**src/rtl/ha_array_pkg.sv**
```systemverilog
// Shared types and constants for the 8x8 ha_array partial-product interface.
package ha_array_pkg;

    localparam int unsigned NUM_ROWS  = 4;
    localparam int unsigned T_W       = 9;
    localparam int unsigned B_W       = 7;
    localparam int unsigned B_OFFSET  = 2;
    localparam int unsigned ROW_SHIFT = 2;
    localparam int unsigned PROD_W    = 16;
    localparam int unsigned ACC_W     = 17;
    localparam int unsigned CNT_W     = 2;

    typedef enum logic [1:0] {
        IDLE,
        ACCUM,
        DONE
    } state_e;

    typedef struct packed {
        logic [B_W-1:0] b;
        logic [T_W-1:0] t;
    } row_t;

endpackage

```
**src/rtl/ha_array_row_weight.sv**
```systemverilog
// Combinational weight of one ha_array row: (t + (b << B_OFFSET)) << (ROW_SHIFT * idx).
module ha_array_row_weight
    import ha_array_pkg::*;
(
    input  logic [$bits(row_t)-1:0] row_i,
    input  logic [CNT_W-1:0]        idx_i,
    output logic [ACC_W-1:0]        weighted_o
);

    row_t             row;
    logic [ACC_W-1:0] row_val;

    always_comb begin
        row        = row_t'(row_i);
        row_val    = ACC_W'(row.t) + (ACC_W'(row.b) << B_OFFSET);
        weighted_o = row_val << (ROW_SHIFT * 32'(idx_i));
    end

endmodule

```
**src/rtl/unsigned_mul_8x8_ha_array_reducer.sv**
```systemverilog
// Captures four ha_array row pairs and reduces them one row per cycle into a
// 16-bit product plus overflow flag, returned over a valid/ready stream.
module unsigned_mul_8x8_ha_array_reducer
    import ha_array_pkg::*;
(
    input  logic              clk,
    input  logic              rst_n,
    input  logic              in_valid,
    output logic              in_ready,
    input  logic [B_W-1:0]    ha_array_0_b,
    input  logic [T_W-1:0]    ha_array_0_t,
    input  logic [B_W-1:0]    ha_array_1_b,
    input  logic [T_W-1:0]    ha_array_1_t,
    input  logic [B_W-1:0]    ha_array_2_b,
    input  logic [T_W-1:0]    ha_array_2_t,
    input  logic [B_W-1:0]    ha_array_3_b,
    input  logic [T_W-1:0]    ha_array_3_t,
    output logic              out_valid,
    input  logic              out_ready,
    output logic [PROD_W-1:0] out_product,
    output logic              out_ovf
);

    state_e           state_q, state_d;
    logic [CNT_W-1:0] cnt_q, cnt_d;
    logic [ACC_W-1:0] acc_q, acc_d;
    row_t             rows_q [NUM_ROWS];
    row_t             rows_d [NUM_ROWS];
    row_t             in_rows [NUM_ROWS];
    logic [ACC_W-1:0] weighted;
    logic             capture;

    always_comb begin
        in_rows[0] = '{b: ha_array_0_b, t: ha_array_0_t};
        in_rows[1] = '{b: ha_array_1_b, t: ha_array_1_t};
        in_rows[2] = '{b: ha_array_2_b, t: ha_array_2_t};
        in_rows[3] = '{b: ha_array_3_b, t: ha_array_3_t};
    end

    ha_array_row_weight u_row_weight (
        .row_i      (rows_q[cnt_q]),
        .idx_i      (cnt_q),
        .weighted_o (weighted)
    );

    // rst_n gates in_ready so no capture is advertised while reset is held.
    assign in_ready    = rst_n && ((state_q == IDLE) || ((state_q == DONE) && out_ready));
    assign capture     = in_valid && in_ready;
    assign out_valid   = (state_q == DONE);
    assign out_product = acc_q[PROD_W-1:0];
    assign out_ovf     = acc_q[ACC_W-1];

    always_comb begin
        state_d = state_q;
        cnt_d   = cnt_q;
        acc_d   = acc_q;
        rows_d  = rows_q;
        unique case (state_q)
            IDLE: ;
            ACCUM: begin
                acc_d = acc_q + weighted;
                cnt_d = cnt_q + 1'b1;
                if (cnt_q == CNT_W'(NUM_ROWS - 1)) begin
                    state_d = DONE;
                end
            end
            DONE: begin
                if (out_ready) begin
                    state_d = IDLE;
                end
            end
            default: state_d = IDLE;
        endcase
        if (capture) begin
            rows_d  = in_rows;
            acc_d   = '0;
            cnt_d   = '0;
            state_d = ACCUM;
        end
    end

    always_ff @(posedge clk or negedge rst_n) begin
        if (!rst_n) begin
            state_q <= IDLE;
            cnt_q   <= '0;
            acc_q   <= '0;
            for (int unsigned i = 0; i < NUM_ROWS; i++) begin
                rows_q[i] <= '0;
            end
        end else begin
            state_q <= state_d;
            cnt_q   <= cnt_d;
            acc_q   <= acc_d;
            rows_q  <= rows_d;
        end
    end

endmodule
```
**config.mk**
```make
export PLATFORM = sky130hd
export DESIGN_NAME = unsigned_mul_8x8_ha_array_reducer
export DESIGN_NICKNAME = d
export VERILOG_FILES = /design/src/rtl/ha_array_pkg.sv /design/src/rtl/ha_array_row_weight.sv /design/src/rtl/unsigned_mul_8x8_ha_array_reducer.sv
export SDC_FILE = /design/constraint.sdc
export NUM_CORES = 1
export LEC_CHECK = 0
export CAP_MARGIN = 20
export CORE_ASPECT_RATIO = 2
export CORE_UTILIZATION = 48
export CTS_CLUSTER_SIZE = 28
export DETAILED_ROUTE_END_ITERATION = 7
export PLACE_DENSITY = 0.81
export SLEW_MARGIN = 20
export SYNTH_ARGS = -nofsm -noshare
export SYNTH_HDL_FRONTEND = slang
export SYNTH_SLANG_ARGS = --single-unit
```
**constraint.sdc**
```tcl
create_clock -name clk -period 3.87 [get_ports clk]
set_input_delay 0.774 -clock clk [delete_from_list [all_inputs] [get_ports clk]]
set_output_delay 0.774 -clock clk [all_outputs]
set_load 0.005 [all_outputs]
```
==> results of run 1 <==
-- logic make-up (layout without fill, tap and decap cells) --
kind of cell	Yosys count	in the layout	synth area share, %
flops	85	85	43.5
xor+xnor	12	12	2.15
mux	20	20	7.71
compound gates	89	89	12.8
buf+inv	33	176	2.64
simple gates	290	290	24.2
fa+ha+maj	26	26	6.97
-- critical path: stages (launching register included) --
cell and delay [ns]:
sky130_fd_sc_hd__dfrtp_2 0.49, sky130_fd_sc_hd__mux4_2 0.57, sky130_fd_sc_hd__ha_4 0.19, sky130_fd_sc_hd__fa_2 0.34, sky130_fd_sc_hd__a21o_1 0.17, sky130_fd_sc_hd__a21oi_2 0.15, sky130_fd_sc_hd__xnor2_1 0.10, sky130_fd_sc_hd__buf_4 0.15
sky130_fd_sc_hd__a211oi_1 0.22, sky130_fd_sc_hd__a21oi_1 0.09, sky130_fd_sc_hd__ha_2 0.37, sky130_fd_sc_hd__nand2_1 0.08, sky130_fd_sc_hd__a32o_2 0.30, sky130_fd_sc_hd__a31oi_4 0.22, sky130_fd_sc_hd__o221ai_2 0.15, sky130_fd_sc_hd__nor3b_1 0.15
sky130_fd_sc_hd__o31ai_1 0.21
-- final cells by class --
type                       count  area [µm²]
clock buffer                  10         239
tap                          132         165
sequential                    85        2130
multi-input combinational    437        2830
timing repair buffer         155        1410
fill                         782        2970
clock inverter                 6        70.1
inverter                       5        18.8
-- Yosys cell counts (7+ instances only) --
cell,n,area (µm²)
sky130_fd_sc_hd__clkbuf_1,18,67.6
sky130_fd_sc_hd__o21ai_0,23,115
sky130_fd_sc_hd__nand3_1,13,65.1
sky130_fd_sc_hd__nand2_1,222,833
sky130_fd_sc_hd__ha_1,24,300
sky130_fd_sc_hd__dfrtp_1,85,2130
sky130_fd_sc_hd__a21oi_1,17,85.1
sky130_fd_sc_hd__xnor2_1,7,61.3
sky130_fd_sc_hd__mux4_2,14,315
sky130_fd_sc_hd__nor2_1,24,90.1
sky130_fd_sc_hd__a21o_1,8,60.1
-- metrics by stage --
stage	TNS, ns	hold slack (ns)	worst slack, ns
floorplan	-0.000878	0.439	-0.000878
global placement	-2.11	0.455	-0.430
detailed placement	-2.87	0.457	-0.528
CTS	-0.804	0.391	-0.182
global route	-2.75	0.405	-0.382
finish	-0.831	0.371	-0.189
-- per-layer routing --
| metal | track usage [%] | share of wire (%) |
|---|---|---|
| met1 | 29.6 | 36 |
| met2 | 50.6 | 57 |
| met3 | 2.77 | 2.7 |
| met4 | 17.6 | 5.0 |
| met5 | 0 | 0 |
-- sequential cells by signal (all words and copies together) (netlist names) --
register,flops
rows_q,64
acc_q,17
cnt_q,2
state_q,2
-- timing repair --
action / CTS / global route
setup endpoints to repair: 10 / 10
pin swaps: 12 / 7
setup buffers: 6 / 2
gates resized for setup: 20 / 14
-- cells in the final DEF, fill, tap and decap left out, drive strengths merged, types with 6 or more instances in the layout --
master         netlist  layout
mux4                14      14
ha                  24      24
nand3               13      13
and3                 6       6
nand2              222     222
clkdlybuf4s50        0      85
nor2                24      24
o21ai               23      23
a21o                 8       8
inv                  5       7
clkbuf              18      10
dfrtp               85      85
buf                 10      70
o21a                 7       7
nor2b                6       6
xnor2                7       7
a21oi               17      17
-- worst paths after layout --
check                                      start                     end  slack [ns]  cells past startpoint
max in group asynchronous                  rst_n  rows_q[32]$_DFFE_PN0P_        2.46                      2
min                                        rst_n  rows_q[53]$_DFFE_PN0P_        0.37                      1
max reg2reg                 cnt_q[0]$_DFFE_PN0P_   acc_q[14]$_DFFE_PN0P_       -0.19                     16
min in group clk           rows_q[8]$_DFFE_PN0P_   rows_q[8]$_DFFE_PN0P_        0.47                      2
max                         cnt_q[0]$_DFFE_PN0P_   acc_q[14]$_DFFE_PN0P_       -0.19                     16
min reg2reg                rows_q[8]$_DFFE_PN0P_   rows_q[8]$_DFFE_PN0P_        0.47                      2
==> results.cfg, run 1 <==
[clock_network]
clk_pin_slew_ns = 0.07
cts-buffers-inserted = 9
clockRootBuffer = sky130_fd_sc_hd__clkbuf_16
cts_max_level = 3
tritoncts_num_sinks = 85
clock_tree_from_tritoncts = done
clk_latency_ns = 0.35
cts_buffer_depth = 2
cts_hold_buffers = 0

[global_routing]
gr-total-overflow = 0
gr_usage_total_pct = 27.7
grt_max_degree = 76
grt_pass1_wl_um = 22000
grt_antenna_before_repair = 0
number_of_global_route_vias_before_repair = 4657

[timing]
max-slew-margin-rel_pct = 28.4
slew_at_the_pin_closest_to_its_max_slew_limit_ns = 1.07
clock-skew-final_ns = 0.00644
postLayoutSetupSlackWorst_ns = -0.189
maxSlewViolCount = 0
rsz0062_at_grt = yes
hold_viol_final = 0
final.period_utilization_pct = 105
setup_viol_count_final = 8
fmax_ghz = 0.246
layout_min_cycle_time_ns = 4.06

[yosys]
async_flop_share_pct = 100
synthesis.area_per_instance_um2 = 8.80
seq_area_frac_synth_pct = 43.5
post_syn_nets = 649
netlist-cell-type-count = 50
synth.yosys.warnings = 0
netlist_instances = 555
syn-cell-area_um2 = 4880
synth_enable_flop_cells = 0
postSynthRegisterBits = 85
dominant_register_cell_in_the_synthesized_netlist = sky130_fd_sc_hd__dfrtp_1

[drt]
route.detailed.wl_per_inst_um = 16.1
residual_antenna_violating_net_count_after_detailed_routing = 0
drt_drc_violations_left = 0
firstDrtPassIters = 5
detail_route.wirelength_um = 13400
drt_iter0_drc = 147
drt-vias-per-instance = 5.46
detailroute.via_count = 4533

[outcome]
violations = negative setup slack
outcome = complete, but fails checks

[finish]
drive_gt1_share_pct = 20.2
layout-area-overhead-vs-synth_pct = 40.4
final_area_um2 = 6860
final_core_utilization_pct = 69.8
number_of_diodes_added_for_antenna_fixing = 0
cell_count_final_fillers_out = 830
final_net_count = 787

[job]
drv.max_cap_violation_count = 0

[setup_path]
crit_path_start_kind = register
arrival_ns = 4.30
worstPathRequired_ns = 4.11
critical_path.endpoint_type = register
worstSetupPathType = reg -> reg
worst-path-max-fanout = 8

[placed_design]
routabilityCongestion = 0.857
dpl.cell_count = 806
place_area_um2 = 6330
buffer_ports.inserted = 86
post-dp-hpwl_um = 9840

[floorplanning]
design.die.area_um2 = 10600
coreArea_um2 = 9830
rows = 51
die_y_extent_um = 145
initial_utilization_pct = 49.7
die_width_um = 73.3
num_ports = 87

[worst_hold_path]
hold_path.class = in -> async
Power of run 1 is left out: the tool's default activity adds up to more than one toggle a clock period on the data nets, which glitch-free logic cannot reach.
==> run 2, diff against run 1 <==
--- a/config.mk
+++ b/config.mk
@@ -7,10 +7,10 @@
 export LEC_CHECK = 0
 export CAP_MARGIN = 20
 export CORE_ASPECT_RATIO = 2
-export CORE_UTILIZATION = 48
-export CTS_CLUSTER_SIZE = 28
+export CORE_UTILIZATION = 53
+export CTS_CLUSTER_SIZE = 30
 export DETAILED_ROUTE_END_ITERATION = 7
-export PLACE_DENSITY = 0.81
+export PLACE_DENSITY = 0.84
 export SLEW_MARGIN = 20
 export SYNTH_ARGS = -nofsm -noshare
 export SYNTH_HDL_FRONTEND = slang
==> constraint.sdc (replaced) <==
create_clock -name clk -period 4.3 [get_ports clk]
set_input_delay 0.86 -clock clk [delete_from_list [all_inputs] [get_ports clk]]
set_output_delay 0.86 -clock clk [all_outputs]
set_load 0.005 [all_outputs]
==> run 2 against run 1 <==
Effect of this change: the flow now finishes without violations; highest routed layer unchanged; critical path depth stayed put; sequential share of layout area grew 2.1 points; critical path type unchanged; clock-buffer cell count decreased by 1; core utilization up 1.9 points; worst setup slack gained 0.23 ns; non-clock buffer count down 46; clock skew is 0.00077 ns lower; flip-flop and latch count unchanged.
==> results.cfg, run 2 (synthesis gave the netlist of run 1 again) <==
[outcome]
outcome = completed

[global_routing]
gr_usage_total_pct = 28.6
grt_max_degree = 58
grt_antenna_before_repair = 0
number_of_global_route_vias_before_repair = 4701
gr-total-overflow = 0
grt_pass1_wl_um = 21300

[finish]
layout.cells.most_common_list = sky130_fd_sc_hd__nand2_1 (221), sky130_fd_sc_hd__clkdlybuf4s50_1 (85), sky130_fd_sc_hd__dfrtp_1 (84), sky130_fd_sc_hd__buf_4 (23), sky130_fd_sc_hd__nor2_1 (21)
final_core_utilization_pct = 71.7
drive_gt1_share_pct = 14.1
largest_register_ffs = 64
largest_register = rows_q
number_of_diodes_added_for_antenna_fixing = 0
final_net_count = 741
mostFrequentLayoutCell = sky130_fd_sc_hd__nand2_1
layout-area-overhead-vs-synth_pct = 31.4
final_area_um2 = 6420
reg_top3 = rows_q: 64 flops, acc_q: 17 flops

[timing]
setup_viol_count_final = 0
fmax_ghz = 0.235
clock-skew-final_ns = 0.00567
layout_min_cycle_time_ns = 4.26
slew_at_the_pin_closest_to_its_max_slew_limit_ns = 1.04
max-slew-margin-rel_pct = 30.8
maxSlewViolCount = 0
final.period_utilization_pct = 99.1
rsz0062_at_grt = yes
timing.setup.tns_ns = 0
hold_viol_final = 0

[clock_network]
clk_pin_slew_ns = 0.06
clockRootBuffer = sky130_fd_sc_hd__clkbuf_16
tritoncts_num_sinks = 85
clock_tree_from_tritoncts = done
clk_latency_ns = 0.34
cts_buffer_depth = 2
cts_max_level = 3
cts-buffers-inserted = 9

[setup_path]
worst-path-max-fanout = 6
arrival_ns = 4.50
critical_path.endpoint_type = register
worstPathRequired_ns = 4.54
rr_startpoint = cnt_q[0]$_DFFE_PN0P_
worstSetupPathType = reg -> reg
crit_path_start_kind = register
r2r.worst_path.cells = 16
worst_case_register_to_register_setup_slack_ns = 0.04
crit-reg2reg-capture = acc_q[14]$_DFFE_PN0P_

[worst_hold_path]
hold_path.class = in -> async

[drt]
drt-vias-per-instance = 5.89
firstDrtPassIters = 7
residual_antenna_violating_net_count_after_detailed_routing = 0
route.detailed.wl_per_inst_um = 17.6
detail_route.wirelength_um = 13300
drt_drc_violations_left = 0
detailroute.via_count = 4439
drt_iter0_drc = 214

[floorplanning]
die_width_um = 69.9
num_ports = 87
initial_utilization_pct = 54.6
coreArea_um2 = 8950
design.die.area_um2 = 9630
rows = 49
die_y_extent_um = 138

[placed_design]
place_area_um2 = 5880
buffer_ports.inserted = 86
post-dp-hpwl_um = 9780
routabilityCongestion = 1.02

[job]
drv.max_cap_violation_count = 0
-- run 2: cell count changes in the layout (fill, tap and decap cells not counted), moves of 2 or more --
cell                      previous run  this run
sky130_fd_sc_hd__a31oi_4             3         1
sky130_fd_sc_hd__buf_12              2         0
sky130_fd_sc_hd__buf_4              66        23
sky130_fd_sc_hd__a31oi_1             2         4
sky130_fd_sc_hd__buf_6               2         0
-- run 2: layout make-up --
cell class              count  area [µm²]
clock inverters             7        97.6
fillers                   645        2530
repair buffers            109        1040
flip-flops and latches     85        2130
inverters                   5        18.8
well taps                 102         128
clock buffers               9         225
multi-input cells         437        2780
-- run 2: worst max-delay path: stages, from the launching register on --
cell and delay [ns]:
sky130_fd_sc_hd__dfrtp_2 0.45, sky130_fd_sc_hd__mux4_2 0.57, sky130_fd_sc_hd__ha_4 0.20, sky130_fd_sc_hd__fa_2 0.42, sky130_fd_sc_hd__a21o_1 0.19, sky130_fd_sc_hd__a21oi_2 0.17, sky130_fd_sc_hd__xnor2_1 0.21, sky130_fd_sc_hd__nor2_1 0.09
sky130_fd_sc_hd__a221o_1 0.30, sky130_fd_sc_hd__o21ai_2 0.20, sky130_fd_sc_hd__ha_4 0.20, sky130_fd_sc_hd__o21ai_0 0.10, sky130_fd_sc_hd__a32o_2 0.27, sky130_fd_sc_hd__a31oi_4 0.25, sky130_fd_sc_hd__o221ai_2 0.14, sky130_fd_sc_hd__nor3b_1 0.16
sky130_fd_sc_hd__o31ai_1 0.23
-- run 2: how the worst max path moves through the flow --
stage	from	end	slack, ns	cells past startpoint
floorplan	cnt_q[0]$_DFFE_PN0P_	acc_q[14]$_DFFE_PN0P_	0.05	17
global placement	cnt_q[0]$_DFFE_PN0P_	acc_q[16]$_DFFE_PN0P_	0.03	16
detailed placement	cnt_q[0]$_DFFE_PN0P_	acc_q[16]$_DFFE_PN0P_	-0.15	16
CTS	cnt_q[0]$_DFFE_PN0P_	acc_q[16]$_DFFE_PN0P_	0.009	16
global route	cnt_q[0]$_DFFE_PN0P_	acc_q[14]$_DFFE_PN0P_	-0.1	16
finish	cnt_q[0]$_DFFE_PN0P_	acc_q[14]$_DFFE_PN0P_	0.04	16
-- run 2: through the flow --
step / hold slack [ns] / instances / worst slack [ns]
after global routing: 0.461 / 754 / -0.0986
after floorplan: 0.439 / 555 / 0.0488
after global placement: 0.455 / 731 / 0.0261
after detailed placement: 0.460 / 731 / -0.149
after CTS: 0.443 / 748 / 0.00908
final: 0.425 / 754 / 0.0377
-- run 2: layer usage --
layer,GRT usage [%],wire (µm),vias to the layer above
met5,0,0,-
met4,18.9,840,0
met3,4.39,513,70
met2,54.5,7490,171
met1,27.8,4420,2122
li1,-,-,2076
-- run 2: repair_timing --
item	CTS	global route
pin swaps	0	13
buffers inserted	1	6
endpoints found under the setup margin	6	8
resized for setup	7	32
hold buffers	0	0
Power of run 2 is left out for the same reason.
==> variant 1 (flow settings as in run 1) <==
Put a register stage on the output `out_ovf`, without a reset. The value now appears one clock later. The other outputs are not delayed to match.
--- a/src/rtl/unsigned_mul_8x8_ha_array_reducer.sv
+++ b/src/rtl/unsigned_mul_8x8_ha_array_reducer.sv
@@ -49,5 +49,7 @@
     assign out_valid   = (state_q == DONE);
     assign out_product = acc_q[PROD_W-1:0];
-    assign out_ovf     = acc_q[ACC_W-1];
+    always_ff @(posedge clk) begin
+        out_ovf <= acc_q[ACC_W-1];
+    end
 
     always_comb begin
Formal check against the unedited RTL: not equivalent (a bounded check fails within 10 cycles, from zero or initial values and one cycle with rst_n low).
==> variant 1 against run 1 <==
The run still ends with setup timing left; count of clock-buffer cells in the layout is 3 higher; fmax fell by 4.7%; synthesized cell count rose by 3.1%; routed wire length rose by 8.0%; hold slack improved by 0.10 ns; worst setup slack worse by 0.20 ns; area after synthesis rose by 2.9%; sequential cell count increased by 1; sequential share of layout area grew 0.39 points; cell area down 0.31%; critical path type unchanged; highest routed layer unchanged.
Power is not shown: default switching activity piles up to over one toggle a cycle in this logic, so the estimate is an artifact.
==> variant 1: results <==
set metrics [dict create \
    status "finished with violations" \
    violations "setup timing" \
    maxSlewHeadroom_pct 27.49 \
    met1_usage_pct 28.53 \
    fin_skew_ns 0.009734 \
    final.fill_count 788 \
    synth_nets 666 \
    grt.total_usage_pct 27.75 \
    grt_pass1_wl_microns 22690 \
    grt_pass1_vias 4819 \
    crit_arrival_ns 4.50 \
    yosys.area_share.xor_xnor_pct 2.092 \
    numPortBuffers 86 \
    endpoint "acc_q[14]" \
    placed_cell_area_sq_um 6254 \
    min_to "rows_q[13]" \
    critPathMaxStageDelay_ns 0.54 \
    synthAdderAreaFrac_pct 6.773 \
    hp-class "register to register" \
    min_delay_path_depth 2 \
    grtUsageMet2_pct 50.23 \
    hpwl_microns 9954 \
    synth.area.top_cells "dfrtp_1, nand2_1, mux4_2" \
    grt_max_degree 86 \
    startpoint "cnt_q[0]" \
    reg_top3 "rows_q (64), acc_q (17)" \
    vias_per_cell 5.629 \
    async_flop_share_pct 98.84 \
    gp_congestion 0.8944 \
    layout.nets 781 \
    yosysSeqAreaShare_pct 42.73 \
    drt-initial-drc-count 362 \
    dr.pass1.iters 5 \
    finalSetupTns_ns -2.681 \
    setup_viol 10 \
    wl_microns 14460 \
    yosys.cell_types.count 52 \
    cp_max_fo 5 \
    synthMuxAreaShare_pct 7.495 \
    register_area_sq_um 2148 \
    drive_gt1_share_pct 20.23 \
    ctsRootBufferMaster "clkbuf_16" \
    timing.final.ws_setup_ns -0.3880 \
    use_met3_pct 3.224 \
    synth_compound_area_share_pct 12.45 \
    clk_latency_ns 0.35 \
    clk_pin_slew_ns 0.06 \
]
==> variant 1: cell count changes in the layout (fill, tap and decap cells not counted), sizes merged <==
cell | before | now
bufinv | 1 | 0
clkinvlp | 3 | 2
inv | 7 | 5
dfxtp | 0 | 1
clkbuf | 10 | 13
buf | 70 | 63
clkinv | 0 | 1
==> variant 1: worst max-delay path, delay by kind of cell (launching register included) <==
| family | cells | cell delay (ns) |
|---|---|---|
| mux | 1 | 0.54 |
| simple gates | 2 | 0.26 |
| buf+inv | 1 | 0.14 |
| compound gates | 10 | 2.10 |
| fa+ha+maj | 2 | 0.69 |
| flops | 1 | 0.43 |
==> variant 1: layout make-up <==
type,count,area share [%]
repair buffers,148,19.53
inverters,5,0.2745
well taps,135,2.471
clock inverters,3,0.2928
flip-flops and latches,86,31.42
multi-input cells,437,42.35
clock buffers,13,3.660
==> variant 1: logic make-up (layout without fill, tap and decap cells) <==
logic type                 count (synthesis)  count (layout)
AOI/OAI and AO/OA                         89              89
xor gates and xnor gates                  12              12
adders and majority gates                 26              26
buffers and inverters                     49             169
DFF                                       86              86
muxes                                     20              20
and+or+nand+nor                          290             290
==> variant 1: repair_timing <==
item	CTS	global route
pin swaps	9	18
endpoints found under the setup margin	10	11
resized for setup	20	29
setup buffers	4	7
==> variant 1: layer usage <==
metal,share of wire [%],up-vias
met1,34,2249
li1,-,2148
met3,3.8,74
met2,55,184
met4,7.3,0
met5,0,-
==> variant 1: metrics by stage <==
stage | hold slack, ns | cells | setup WS [ns]
floorplan | 0.3669 | 572 | -0.0008935
global placement | 0.4539 | 800 | -0.3537
global route | 0.4921 | 827 | -0.6426
detailed placement | 0.4590 | 800 | -0.4732
CTS | 0.4737 | 820 | -0.1833
finish | 0.4727 | 827 | -0.3880
==> variant 2 (config.mk and constraints of run 1) <==
Without the edit above. The package constant `ACC_W` goes from 17 to 25.
--- a/src/rtl/ha_array_pkg.sv
+++ b/src/rtl/ha_array_pkg.sv
@@ -8,5 +8,5 @@
     localparam int unsigned ROW_SHIFT = 2;
     localparam int unsigned PROD_W    = 16;
-    localparam int unsigned ACC_W     = 17;
+    localparam int unsigned ACC_W     = 25;
     localparam int unsigned CNT_W     = 2;
 
Function: changed (a bounded check fails within 10 cycles, from zero or initial values and one cycle with rst_n low).
==> variant 2 against run 1 <==
Cell area rose by 13%; routed wire length rose by 19%; fmax fell by 8.9%; sequential cell count rose by 8; count of clock-buffer cells in the layout rose by 3; worst setup slack got worse by 0.40 ns; the flow still finishes with violations (setup timing); area after synthesis rose by 12%.
Power is not shown: default switching activity piles up to over one toggle a cycle in this logic, so the estimate is an artifact.
==> variant 2: results <==
set metrics [dict create \
    numPlacedInstances 857 \
    yosysSeqAreaShare_pct 42.56 \
    numPortBuffers 86 \
    critPathKind "register to register" \
    vias_per_cell 5.659 \
    clk_latency_ns 0.34 \
    crit_arrival_ns 4.73 \
    synth.top_cells.by_count "nand2_1, dfrtp_1, a21oi_1" \
    cts_buffers 9 \
    fin_skew_ns 0.007183 \
    dr.max_layer_used "met4" \
    wl_met2_microns 9019 \
    hp-class "input pin to async pin" \
    grt_pass1_vias 5361 \
    synth_nets 718 \
    timing.final.ws_setup_ns -0.5863 \
    violations "setup timing" \
    drt-initial-drc-count 274 \
    synth.area.top_cells "dfrtp_1, nand2_1, ha_1" \
    wl_microns 15950 \
    critPathSlowestCell "mux4_2" \
    cts_buffer_depth 2 \
    met1_usage_pct 27.82 \
    clk_pin_slew_ns 0.07 \
    status "finished with violations" \
    async_flop_share_pct 100.0 \
    ant_nets 0 \
    drt-wirelength-per-cell_microns 17.64 \
    finalSetupTns_ns -7.218 \
    ctsRootBufferMaster "clkbuf_16" \
    critPathMaxStageDelay_ns 0.58 \
    tightest_slew_ns 0.9297 \
    dr.pass1.iters 7 \
    reg2reg_from "cnt_q[0]" \
    hpwl_microns 11060 \
    grt_max_degree 55 \
    synth-warning-count 0 \
    grtUsageMet2_pct 51.45 \
    final.fill_count 770 \
    crit_family "compound AO/OA/AOI/OAI gates" \
    use_met3_pct 3.881 \
    antenna_found_initial 0 \
    dr_wl_met3_microns 582 \
    synth_cells 622 \
    setup_viol 16 \
    gp_congestion 0.9125 \
    dpl_worst_slack_ns -0.6816 \
    cp_max_fo 6 \
    reg_top3 "rows_q (64), acc_q (25)" \
    diodes 0 \
    htreeDepth 3 \
    grt.total_usage_pct 27.51 \
    drive_gt1_share_pct 25.00 \
    wl_met1_microns 5423 \
    yosys.cell_types.count 55 \
    grt_pass1_wl_microns 25190 \
]
[variant 2: changes by cell type after synthesis, moves of 4 or more]
cell / run 1 / this run
xnor2_1: 7 / 12
dfrtp_1: 85 / 93
and3_1: 6 / 1
xor2_1: 5 / 9
inv_1: 4 / 12
o21ai_0: 23 / 31
buf_4: 0 / 16
nand2_1: 222 / 227
buf_1: 6 / 10
o22ai_1: 0 / 4
a21oi_1: 17 / 34
nor2_1: 24 / 14
a22o_1: 0 / 4
[variant 2: area by class of cell]
type,count,area share (%)
Clock buffer,13,3.350
Multi-Input combinational cell,472,43.16
Clock inverter,3,0.5637
Sequential cell,93,29.97
Timing Repair Buffer,171,20.12
Tap cell,140,2.255
Inverter,12,0.5798
[variant 2: repair_timing]
| item | 4_1_cts | 5_1_grt |
|---|---|---|
| gates cloned | 0 | 0 |
| setup endpoints to repair | 17 | 19 |
| resized for setup | 61 | 40 |
| pin swaps | 53 | 38 |
| buffers inserted | 23 | 12 |
[variant 2: metrics by stage]
step	utilization (%)	cell area, sq um
after global routing	70.54	7769
after detailed placement	61.18	6738
after CTS	68.14	7505
after floorplan	-	5544
final	70.54	7769
after global placement	61.18	6738
[variant 2: path summary, 6_finish.rpt]
path	depth (start not counted)	slack (ns)	endpoint
max	18	-0.59	acc_q[23]
min	1	0.25	state_q[0]
max reg2reg	18	-0.59	acc_q[23]
min reg2reg	2	0.47	rows_q[20]
max in group asynchronous	3	2.18	cnt_q[0]
min in group clk	2	0.47	rows_q[20]
[variant 2: cells by family (layout without fill, tap and decap cells)]
family          count (synthesis)  in the layout  share of synthesized area, %
fa+ha+maj                      28             28                         6.682
flops                          93             93                         42.56
mux                            20             20                         6.888
xor+xnor                       21             21                         3.364
buf+inv                        57            199                         5.103
simple gates                  285            285                         21.72
compound gates                118            118                         13.68
